===== config.mk =====
export PLATFORM = sky130hd
export DESIGN_NAME = pipeline_controller
export DESIGN_NICKNAME = d
export VERILOG_FILES = /design/src/rtl/pipeline_controller_pkg.sv /design/src/rtl/pipeline_controller_hazard_detect.sv /design/src/rtl/pipeline_controller.sv
export SDC_FILE = /design/constraint.sdc
export NUM_CORES = 1
export LEC_CHECK = 0
export BUFFER_PORTS_ARGS = -buffer_cell sky130_fd_sc_hd__clkbuf_2
export CAP_MARGIN = 20
export CORE_UTILIZATION = 49
export CTS_CLUSTER_SIZE = 20
export DETAILED_ROUTE_END_ITERATION = 7
export GPL_TIMING_DRIVEN = 1
export PLACE_DENSITY = 0.85
export SLEW_MARGIN = 10
export SYNTH_ARGS = -nofsm -noshare
export SYNTH_HDL_FRONTEND = slang
export SYNTH_SLANG_ARGS = --single-unit
export TNS_END_PERCENT = 1

===== constraint.sdc =====
create_clock -name clk -period 2.02 [get_ports clk]
set_input_delay 0.404 -clock clk [delete_from_list [all_inputs] [get_ports clk]]
set_output_delay 0.404 -clock clk [all_outputs]
set_load 0.005 [all_outputs]

===== src/rtl/pipeline_controller_pkg.sv =====
// Shared definitions for the pipeline controller: register address width and
// the controller state encoding.
package pipeline_controller_pkg;
  localparam int REG_ADDRESS_LEN = 4;

  typedef enum logic {
    RUN      = 1'b0,
    MEM_WAIT = 1'b1
  } state_e;
endpackage


===== src/rtl/pipeline_controller_hazard_detect.sv =====
// Combinational RAW hazard check for the two ID-stage sources against EXE/MEM
// destinations; with forwarding on, only a load-use in EXE can stall.
module hazard_detect
  import pipeline_controller_pkg::*;
(
  input  logic [REG_ADDRESS_LEN-1:0] src1,
  input  logic [REG_ADDRESS_LEN-1:0] src2,
  input  logic                       two_src,
  input  logic                       ignore_hazard,
  input  logic [REG_ADDRESS_LEN-1:0] exe_dest,
  input  logic [REG_ADDRESS_LEN-1:0] mem_dest,
  input  logic                       exe_wb_en,
  input  logic                       mem_wb_en,
  input  logic                       exe_mem_read,
  input  logic                       forward_en,
  output logic                       data_hazard
);
  localparam int NSRC = 2;

  logic [NSRC-1:0][REG_ADDRESS_LEN-1:0] src;
  logic [NSRC-1:0]                      src_vld;
  logic [NSRC-1:0]                      exe_hit;
  logic [NSRC-1:0]                      mem_hit;
  logic                                 raw_hit;
  logic                                 load_use;

  assign src     = {src2, src1};
  assign src_vld = {two_src, 1'b1};

  for (genvar s = 0; s < NSRC; s++) begin : g_src
    assign exe_hit[s] = src_vld[s] && (src[s] == exe_dest) && exe_wb_en;
    assign mem_hit[s] = src_vld[s] && (src[s] == mem_dest) && mem_wb_en;
  end

  assign raw_hit     = |exe_hit || |mem_hit;
  assign load_use    = exe_mem_read && |exe_hit;
  assign data_hazard = !ignore_hazard && (forward_en ? load_use : raw_hit);
endmodule


===== src/rtl/pipeline_controller.sv =====
// Pipeline stall/flush controller: memory-wait FSM, branch flush, data-hazard
// bubble, plus saturating stall/flush performance counters.
module pipeline_controller
  import pipeline_controller_pkg::*;
#(
  parameter int CNT_W = 16
) (
  input  logic                       clk,
  input  logic                       rst,
  input  logic [REG_ADDRESS_LEN-1:0] src1,
  input  logic [REG_ADDRESS_LEN-1:0] src2,
  input  logic                       two_src,
  input  logic                       ignore_hazard,
  input  logic [REG_ADDRESS_LEN-1:0] exe_dest,
  input  logic [REG_ADDRESS_LEN-1:0] mem_dest,
  input  logic                       exe_wb_en,
  input  logic                       mem_wb_en,
  input  logic                       exe_mem_read,
  input  logic                       forward_en,
  input  logic                       branch_taken,
  input  logic                       mem_req,
  input  logic                       mem_ready,
  output logic                       hazard,
  output logic                       if_freeze,
  output logic                       id_freeze,
  output logic                       exe_freeze,
  output logic                       mem_freeze,
  output logic                       if_flush,
  output logic                       id_flush,
  output logic [CNT_W-1:0]           stall_cnt,
  output logic [CNT_W-1:0]           flush_cnt,
  output logic                       mem_wait
);
  state_e           state_q, state_d;
  logic [CNT_W-1:0] stall_cnt_q, stall_cnt_d;
  logic [CNT_W-1:0] flush_cnt_q, flush_cnt_d;
  logic             data_hazard;
  logic             any_freeze;

  hazard_detect u_hazard (
    .src1          (src1),
    .src2          (src2),
    .two_src       (two_src),
    .ignore_hazard (ignore_hazard),
    .exe_dest      (exe_dest),
    .mem_dest      (mem_dest),
    .exe_wb_en     (exe_wb_en),
    .mem_wb_en     (mem_wb_en),
    .exe_mem_read  (exe_mem_read),
    .forward_en    (forward_en),
    .data_hazard   (data_hazard)
  );

  // Priority: memory wait > branch flush > data hazard > idle.
  always_comb begin
    state_d    = state_q;
    hazard     = 1'b0;
    if_freeze  = 1'b0;
    id_freeze  = 1'b0;
    exe_freeze = 1'b0;
    mem_freeze = 1'b0;
    if_flush   = 1'b0;
    id_flush   = 1'b0;
    mem_wait   = 1'b0;
    if (rst) begin
      unique case (state_q)
        MEM_WAIT: begin
          mem_wait = 1'b1;
          if (mem_ready) begin
            state_d = RUN;
          end else begin
            if_freeze  = 1'b1;
            id_freeze  = 1'b1;
            exe_freeze = 1'b1;
            mem_freeze = 1'b1;
          end
        end
        default: begin
          if (mem_req && !mem_ready) begin
            state_d    = MEM_WAIT;
            if_freeze  = 1'b1;
            id_freeze  = 1'b1;
            exe_freeze = 1'b1;
            mem_freeze = 1'b1;
          end else if (branch_taken) begin
            if_flush = 1'b1;
            id_flush = 1'b1;
          end else if (data_hazard) begin
            hazard    = 1'b1;
            if_freeze = 1'b1;
          end
        end
      endcase
    end
  end

  assign any_freeze = if_freeze | id_freeze | exe_freeze | mem_freeze;

  always_comb begin
    stall_cnt_d = stall_cnt_q;
    flush_cnt_d = flush_cnt_q;
    if (any_freeze && (stall_cnt_q != '1)) stall_cnt_d = stall_cnt_q + CNT_W'(1);
    if (if_flush && (flush_cnt_q != '1))   flush_cnt_d = flush_cnt_q + CNT_W'(1);
  end

  always_ff @(posedge clk or negedge rst) begin
    if (!rst) begin
      state_q     <= RUN;
      stall_cnt_q <= '0;
      flush_cnt_q <= '0;
    end else begin
      state_q     <= state_d;
      stall_cnt_q <= stall_cnt_d;
      flush_cnt_q <= flush_cnt_d;
    end
  end

  assign stall_cnt = stall_cnt_q;
  assign flush_cnt = flush_cnt_q;
endmodule


==> flow_metrics.env, run 1 <==
export IMPL_start_util_pct=52.5
export IMPL_vias=1561
export IMPL_layoutNonFillerInstCount=305
export IMPL_fin_crit_ns=1.95
export IMPL_vdd_drop_max_mv=0.569
export IMPL_rsz0062_at_grt="no"
export IMPL_status="finished clean"
export IMPL_syn_area_sq_mm=0.00179
export IMPL_synth_top_area_share_pct=46.1
export IMPL_drtIter0Drc=67
export IMPL_clock_latency_ns=0.34
export IMPL_power_per_cell_area_mw_per_mm2=785
export IMPL_relSlewSlack_pct=70.3
export IMPL_fp_coreArea_sq_mm=0.00342
export IMPL_worstPathArrival_ns=2.18
export IMPL_hold_path_class="in -> async"
export IMPL_firstDrtPassIters=4
export IMPL_synth_compound_area_share_pct=6.28
export IMPL_dp_hpwl_mm=2.93
export IMPL_cts_buffers=5
export IMPL_syn_inst=176
export IMPL_die_y_um=62.5
export IMPL_setup_tns_ns=0
export IMPL_placedCellCount=293
export IMPL_synth_top_family_by_area="XOR/XNOR gates"
export IMPL_fin_skew_ns=0.00953
export IMPL_final_hold_viol_count=0
export IMPL_synth_area_leaders="dfrtp_1, xnor2_1, nand4_1"
export IMPL_route_met2_wl_mm=2.02
export IMPL_htree_levels=2
export IMPL_synth_distinct_cells=32
export IMPL_grt_overflow=0
export IMPL_layout_common_cells="clkbuf_2, xnor2_1, dfrtp_1, nor2_1, nand2_1"
export IMPL_max_freq_ghz=0.513
export IMPL_yosys_warnings=0
export IMPL_drive_gt1_share_pct=37.5
export IMPL_rows=21
export IMPL_synth_simple_area_share_pct=20.8
export IMPL_dr_wl_met3_um=168
export IMPL_synthXorXnorAreaFrac_pct=21.0
export IMPL_grt_pass1_wl_mm=6.49
export IMPL_syn_num_nets=205
export IMPL_worst_pin_slew_ns=0.443
export IMPL_synth_seq_cells=33
export IMPL_viasPerCell=5.12
export IMPL_syn_to_final_growth_pct=31.1
export IMPL_setup_viol=0
export IMPL_fin_area_sq_mm=0.00235
export IMPL_grt_pass1_vias=1481
export IMPL_io_buffer_count=66
export IMPL_leakage_uw=0.00114
export IMPL_clk_path_buf_depth=2
export IMPL_die_area_sq_mm=0.00390
export IMPL_cts_tree="built"
export IMPL_synth_fa_ha_area_share_pct=1.40
export IMPL_critPathKind="reg -> reg"
export IMPL_cap_violations=0
export IMPL_top_layer="met4"
export IMPL_nets=287
export IMPL_antenna_found_initial=0
export IMPL_die_w_um=62.5
export IMPL_gp_congestion=0.846
export IMPL_drv_slew=0
export IMPL_grt_use_total_pct=21.7
export IMPL_clkTransAtPathRegs_ns=0.10
export IMPL_finalWirelength_mm=3.91
export IMPL_io_pins=67
export IMPL_synth_area_leader_cell="dfrtp_1"
export IMPL_worstPathMaxFanout=16
export IMPL_required_ns=2.25
export IMPL_period_share_pct=96.4
export IMPL_wl_met1_mm=1.65
export IMPL_cts_sinks=33
export IMPL_antenna_left=0
export IMPL_final_common_cell="clkbuf_2"
export IMPL_syn_avg_cell_area_sq_um=10.2
export IMPL_routedWlPerCell_um=12.8
export IMPL_placed_cell_area_sq_mm=0.00223
export IMPL_end_kind="flop"
export IMPL_grt_max_degree=36
export IMPL_holdWs_ns=0.136
export IMPL_cp_start_kind="flop"
export IMPL_yosys_mux_area_fraction_pct=1.26
export IMPL_cts_root_buffer="clkbuf_4"
export IMPL_diodes=0
export IMPL_ys_seq_area_share_pct=46.1
export IMPL_drc=0
-- critical path, cell delays in order (launching register included) --
cell and delay, ns:
dfrtp_1 0.40, ha_1 0.24, nand2_2 0.09, nor3_2 0.06, and3_4 0.18, or2_4 0.23, o22ai_4 0.14, buf_12 0.16
mux2_2 0.33
-- layout make-up --
cell class	count	area [sq um]
fillers	281	1070
multi-input cells	133	917
flip-flops and latches	33	826
repair buffers	79	440
well taps	46	57.6
clock buffers	7	55.1
clock inverters	1	30.0
inverters	6	22.5
-- per-stage QoR --
step	setup WS, ns	total power, uW	util (%)
final	0.0719	1840	68.8
after global routing	0.00522	1960	68.8
after CTS	0.0649	1830	67.7
after detailed placement	0.0627	1310	65.2
after global placement	0.0865	1290	65.2
after floorplan	0.139	1090	-
-- routing by layer --
metal / vias to the layer above / global-route usage, %
li1: 770 / -
met1: 743 / 24.9
met2: 40 / 37.5
met3: 8 / 4.93
met4: 0 / 11.0
met5: - / 0
-- what timing repair did --
item,CTS,global route
setup buffers,0,4
hold buffers,0,0
resized for setup,0,2
endpoints found under the setup margin,0,6
-- power by group --
| group | internal, uW | total [uW] | switching (uW) |
|---|---|---|---|
| Sequential | 755 | 877 | 122 |
| Combinational | 243 | 446 | 203 |
| Clock | 295 | 520 | 225 |
-- Yosys cell counts --
library cell,count
xnor2_1,38
dfrtp_1,33
nand2_1,15
nor2_1,14
nand4_1,12
nand3_1,11
and3_1,6
inv_1,6
xor2_1,5
buf_4,3
nor3_1,3
o211ai_1,3
o21ai_0,3
a31oi_1,2
and2_1,2
ha_1,2
mux2_2,2
o22ai_1,2
a21oi_1,1
and3_4,1
and4_1,1
buf_6,1
nand3_2,1
nor2b_1,1
nor3_2,1
nor3b_1,1
o2111ai_1,1
o21a_1,1
o21ai_2,1
o22ai_4,1
or2_2,1
or2_4,1
-- worst paths after layout --
kind | start | to | slack [ns] | depth (start not counted)
min reg2reg | flush_cnt[11]$_DFFE_PN0P_ | flush_cnt[11]$_DFFE_PN0P_ | 0.50 | 1
max reg2reg | stall_cnt[0]$_DFFE_PN0P_ | stall_cnt[1]$_DFFE_PN0P_ | 0.07 | 8
max in group asynchronous | rst | stall_cnt[0]$_DFFE_PN0P_ | 1.58 | 2
min | rst | flush_cnt[5]$_DFFE_PN0P_ | 0.14 | 2
max | stall_cnt[0]$_DFFE_PN0P_ | stall_cnt[1]$_DFFE_PN0P_ | 0.07 | 8
min in group clk | flush_cnt[11]$_DFFE_PN0P_ | flush_cnt[11]$_DFFE_PN0P_ | 0.50 | 1
-- state kept, by name, indices dropped and copies added (netlist names) --
register / count
flush_cnt: 16
stall_cnt: 16
state_q: 1
-- logic make-up (layout without fill, tap and decap cells) --
| group | after synthesis | in the layout |
|---|---|---|
| AOI/OAI and AO/OA | 15 | 15 |
| buffers and inverters | 10 | 93 |
| and+or+nand+nor | 71 | 71 |
| DFF | 33 | 33 |
| muxes | 2 | 2 |
| xor gates and xnor gates | 43 | 43 |
| adders and majority gates | 2 | 2 |
Power figures use the tool's default switching activity.
==> inputs of run 2 (changes only) <==
CORE_UTILIZATION = 51   (was 49)
CTS_BUF_LIST = sky130_fd_sc_hd__clkbuf_8   (was unset)
GPL_TIMING_DRIVEN = 0   (was 1)
PLACE_DENSITY = 0.81   (was 0.85)
==> run 2 against run 1 <==
Against the previous run:
- the flow now finishes with violations (hold timing)
- clock-buffer cell count decreased by 2
- utilization grew 2.8 points
- first-iteration DRC count is 99% higher
- cell count decreased by 1.6%
- register-to-register slack got worse by 0.03 ns
- non-clock buffer count decreased by 5
- clock power increased by 41%
- critical path type unchanged
- design area up 2.5%
==> flow_metrics.env, run 2 (synthesis gave the netlist of run 1 again) <==
export IMPL_grt_pass1_wl_mm=6.24
export IMPL_required_ns=2.21
export IMPL_fin_skew_ns=0.00406
export IMPL_syn_to_final_growth_pct=34.4
export IMPL_sequentialPowerShare_pct=43.7
export IMPL_nFillCells=271
export IMPL_fin_ws_ns=0.0466
export IMPL_multi_input_area_sq_um=950
export IMPL_grt_overflow=0
export IMPL_critPathKind="reg -> reg"
export IMPL_io_buffer_count=66
export IMPL_power_internal_uw=1490
export IMPL_setup_viol=0
export IMPL_vias=1557
export IMPL_vdd_drop_max_mv=0.680
export IMPL_seq_area_sq_um=831
export IMPL_period_share_pct=97.7
export IMPL_drc=0
export IMPL_place_ws_ns=-0.439
export IMPL_layout_common_cells="clkbuf_2, xnor2_1, dfrtp_1, nor2_1, nand2_1"
export IMPL_io_pins=67
export IMPL_final_common_cell="clkbuf_2"
export IMPL_cts_tree="built"
export IMPL_status="complete, but fails checks"
export IMPL_routedWlPerCell_um=13.5
export IMPL_pwr_share_clk_pct=35.4
export IMPL_end_kind="flop"
export IMPL_setup_tns_ns=0
export IMPL_grt_max_degree=39
export IMPL_antenna_found_initial=0
export IMPL_holdWs_ns=-0.000275
export IMPL_relSlewSlack_pct=73.1
export IMPL_grt_pass1_vias=1434
export IMPL_die_y_um=61.3
export IMPL_hold_path_class="in -> async"
export IMPL_htree_levels=2
export IMPL_fin_crit_ns=1.97
export IMPL_cp_start_kind="flop"
export IMPL_dp_hpwl_mm=2.91
export IMPL_violations="hold timing"
export IMPL_cts_buffers=5
export IMPL_drive_gt1_share_pct=39.4
export IMPL_die_area_sq_mm=0.00375
export IMPL_clock_latency_ns=0.28
export IMPL_rsz0062_at_grt="yes"
export IMPL_antenna_left=0
export IMPL_p_comb_share_pct=20.8
export IMPL_firstDrtPassIters=4
export IMPL_start_util_pct=53.3
export IMPL_drv_slew=0
export IMPL_power_per_cell_area_mw_per_mm2=861
export IMPL_drtIter0Drc=133
export IMPL_gp_congestion=0.810
export IMPL_cap_violations=0
export IMPL_fp_coreArea_sq_mm=0.00336
export IMPL_max_freq_ghz=0.507
export IMPL_nets=282
export IMPL_cts_root_buffer="clkbuf_8"
export IMPL_viasPerCell=5.19
export IMPL_worstPathArrival_ns=2.16
export IMPL_die_w_um=61.3
export IMPL_final_util_pct=71.6
export IMPL_diodes=0
export IMPL_finalWirelength_mm=4.04
export IMPL_worstPathMaxFanout=5
export IMPL_final_hold_viol_count=2
export IMPL_clk_path_buf_depth=2
export IMPL_worst_pin_slew_ns=0.402
export IMPL_clkTransAtPathRegs_ns=0.07
export IMPL_grt_use_total_pct=23.2
export IMPL_leakage_uw=0.00114
export IMPL_power_switching_uw=583
export IMPL_cts_sinks=33
export IMPL_rows=21
export IMPL_p_sw_share_pct=28.1
==> run 2: power groups by stage <==
| stage | clock, uW | combinational (uW) | sequential (uW) |
|---|---|---|---|
| 5_1_grt | 778 | 491 | 924 |
| 4_1_cts | 748 | 409 | 889 |
| 3_3_place_gp | 0 | 383 | 892 |
| 6_report | 735 | 432 | 907 |
| 2_1_floorplan | 0 | 209 | 883 |
| 3_5_place_dp | 0 | 398 | 897 |
==> run 2: routing by layer <==
metal	vias up	GRT usage, %	wire length, um
met4	0	11.0	65
li1	762	-	-
met2	38	39.6	2090
met3	9	4.83	151
met1	748	28.0	1730
met5	-	0	0
==> run 2: worst paths after layout <==
path | cells after the start | startpoint | slack (ns) | endpoint
max in group asynchronous | 1 | rst | 1.74 | stall_cnt[7]$_DFFE_PN0P_
worst min-delay path | 1 | rst | -0.0003 | flush_cnt[13]$_DFFE_PN0P_
worst max-delay path | 9 | stall_cnt[0]$_DFFE_PN0P_ | 0.05 | stall_cnt[9]$_DFFE_PN0P_
worst max register to register | 9 | stall_cnt[0]$_DFFE_PN0P_ | 0.05 | stall_cnt[9]$_DFFE_PN0P_
min in group clk | 3 | mem_req | 0.48 | state_q$_DFFE_PN0P_
worst min register to register | 1 | flush_cnt[11]$_DFFE_PN0P_ | 0.49 | flush_cnt[11]$_DFFE_PN0P_
==> run 2: critical path: stages (launching register included) <==
cell,delay (ns)
dfrtp_1,0.45
ha_4,0.20
nand2_2,0.08
nor3_2,0.06
and3_4,0.18
or2_4,0.23
o22ai_4,0.19
buf_12,0.15
nand4_1,0.12
xnor2_1,0.21
==> run 2: area by class of cell <==
| cell class | count | share of cell area (%) |
|---|---|---|
| Inverter | 6 | 0.936 |
| Buffer | 4 | 1.40 |
| Clock buffer | 5 | 2.86 |
| Multi-Input combinational cell | 133 | 39.4 |
| Tap cell | 46 | 2.39 |
| Sequential cell | 33 | 34.5 |
| Timing Repair Buffer | 70 | 15.7 |
| Clock inverter | 3 | 2.70 |
==> run 2: per-stage QoR <==
step                std cells  total power (uW)  hold WS (ns)  instance area, sq um
finish                    300              2070     -0.000275                  2410
global route              300              2190       0.00987                  2410
CTS                       296              2050         0.115                  2330
detailed placement        288              1290         0.480                  2180
global placement          288              1280         0.475                  2180
floorplan                 176              1090         0.108                  1790
==> run 2: timing repair <==
action,in CTS,in global routing
resized for setup,4,11
endpoints found under the setup margin,25,18
pin swaps,3,5
buffers inserted,0,4
hold buffers,0,0
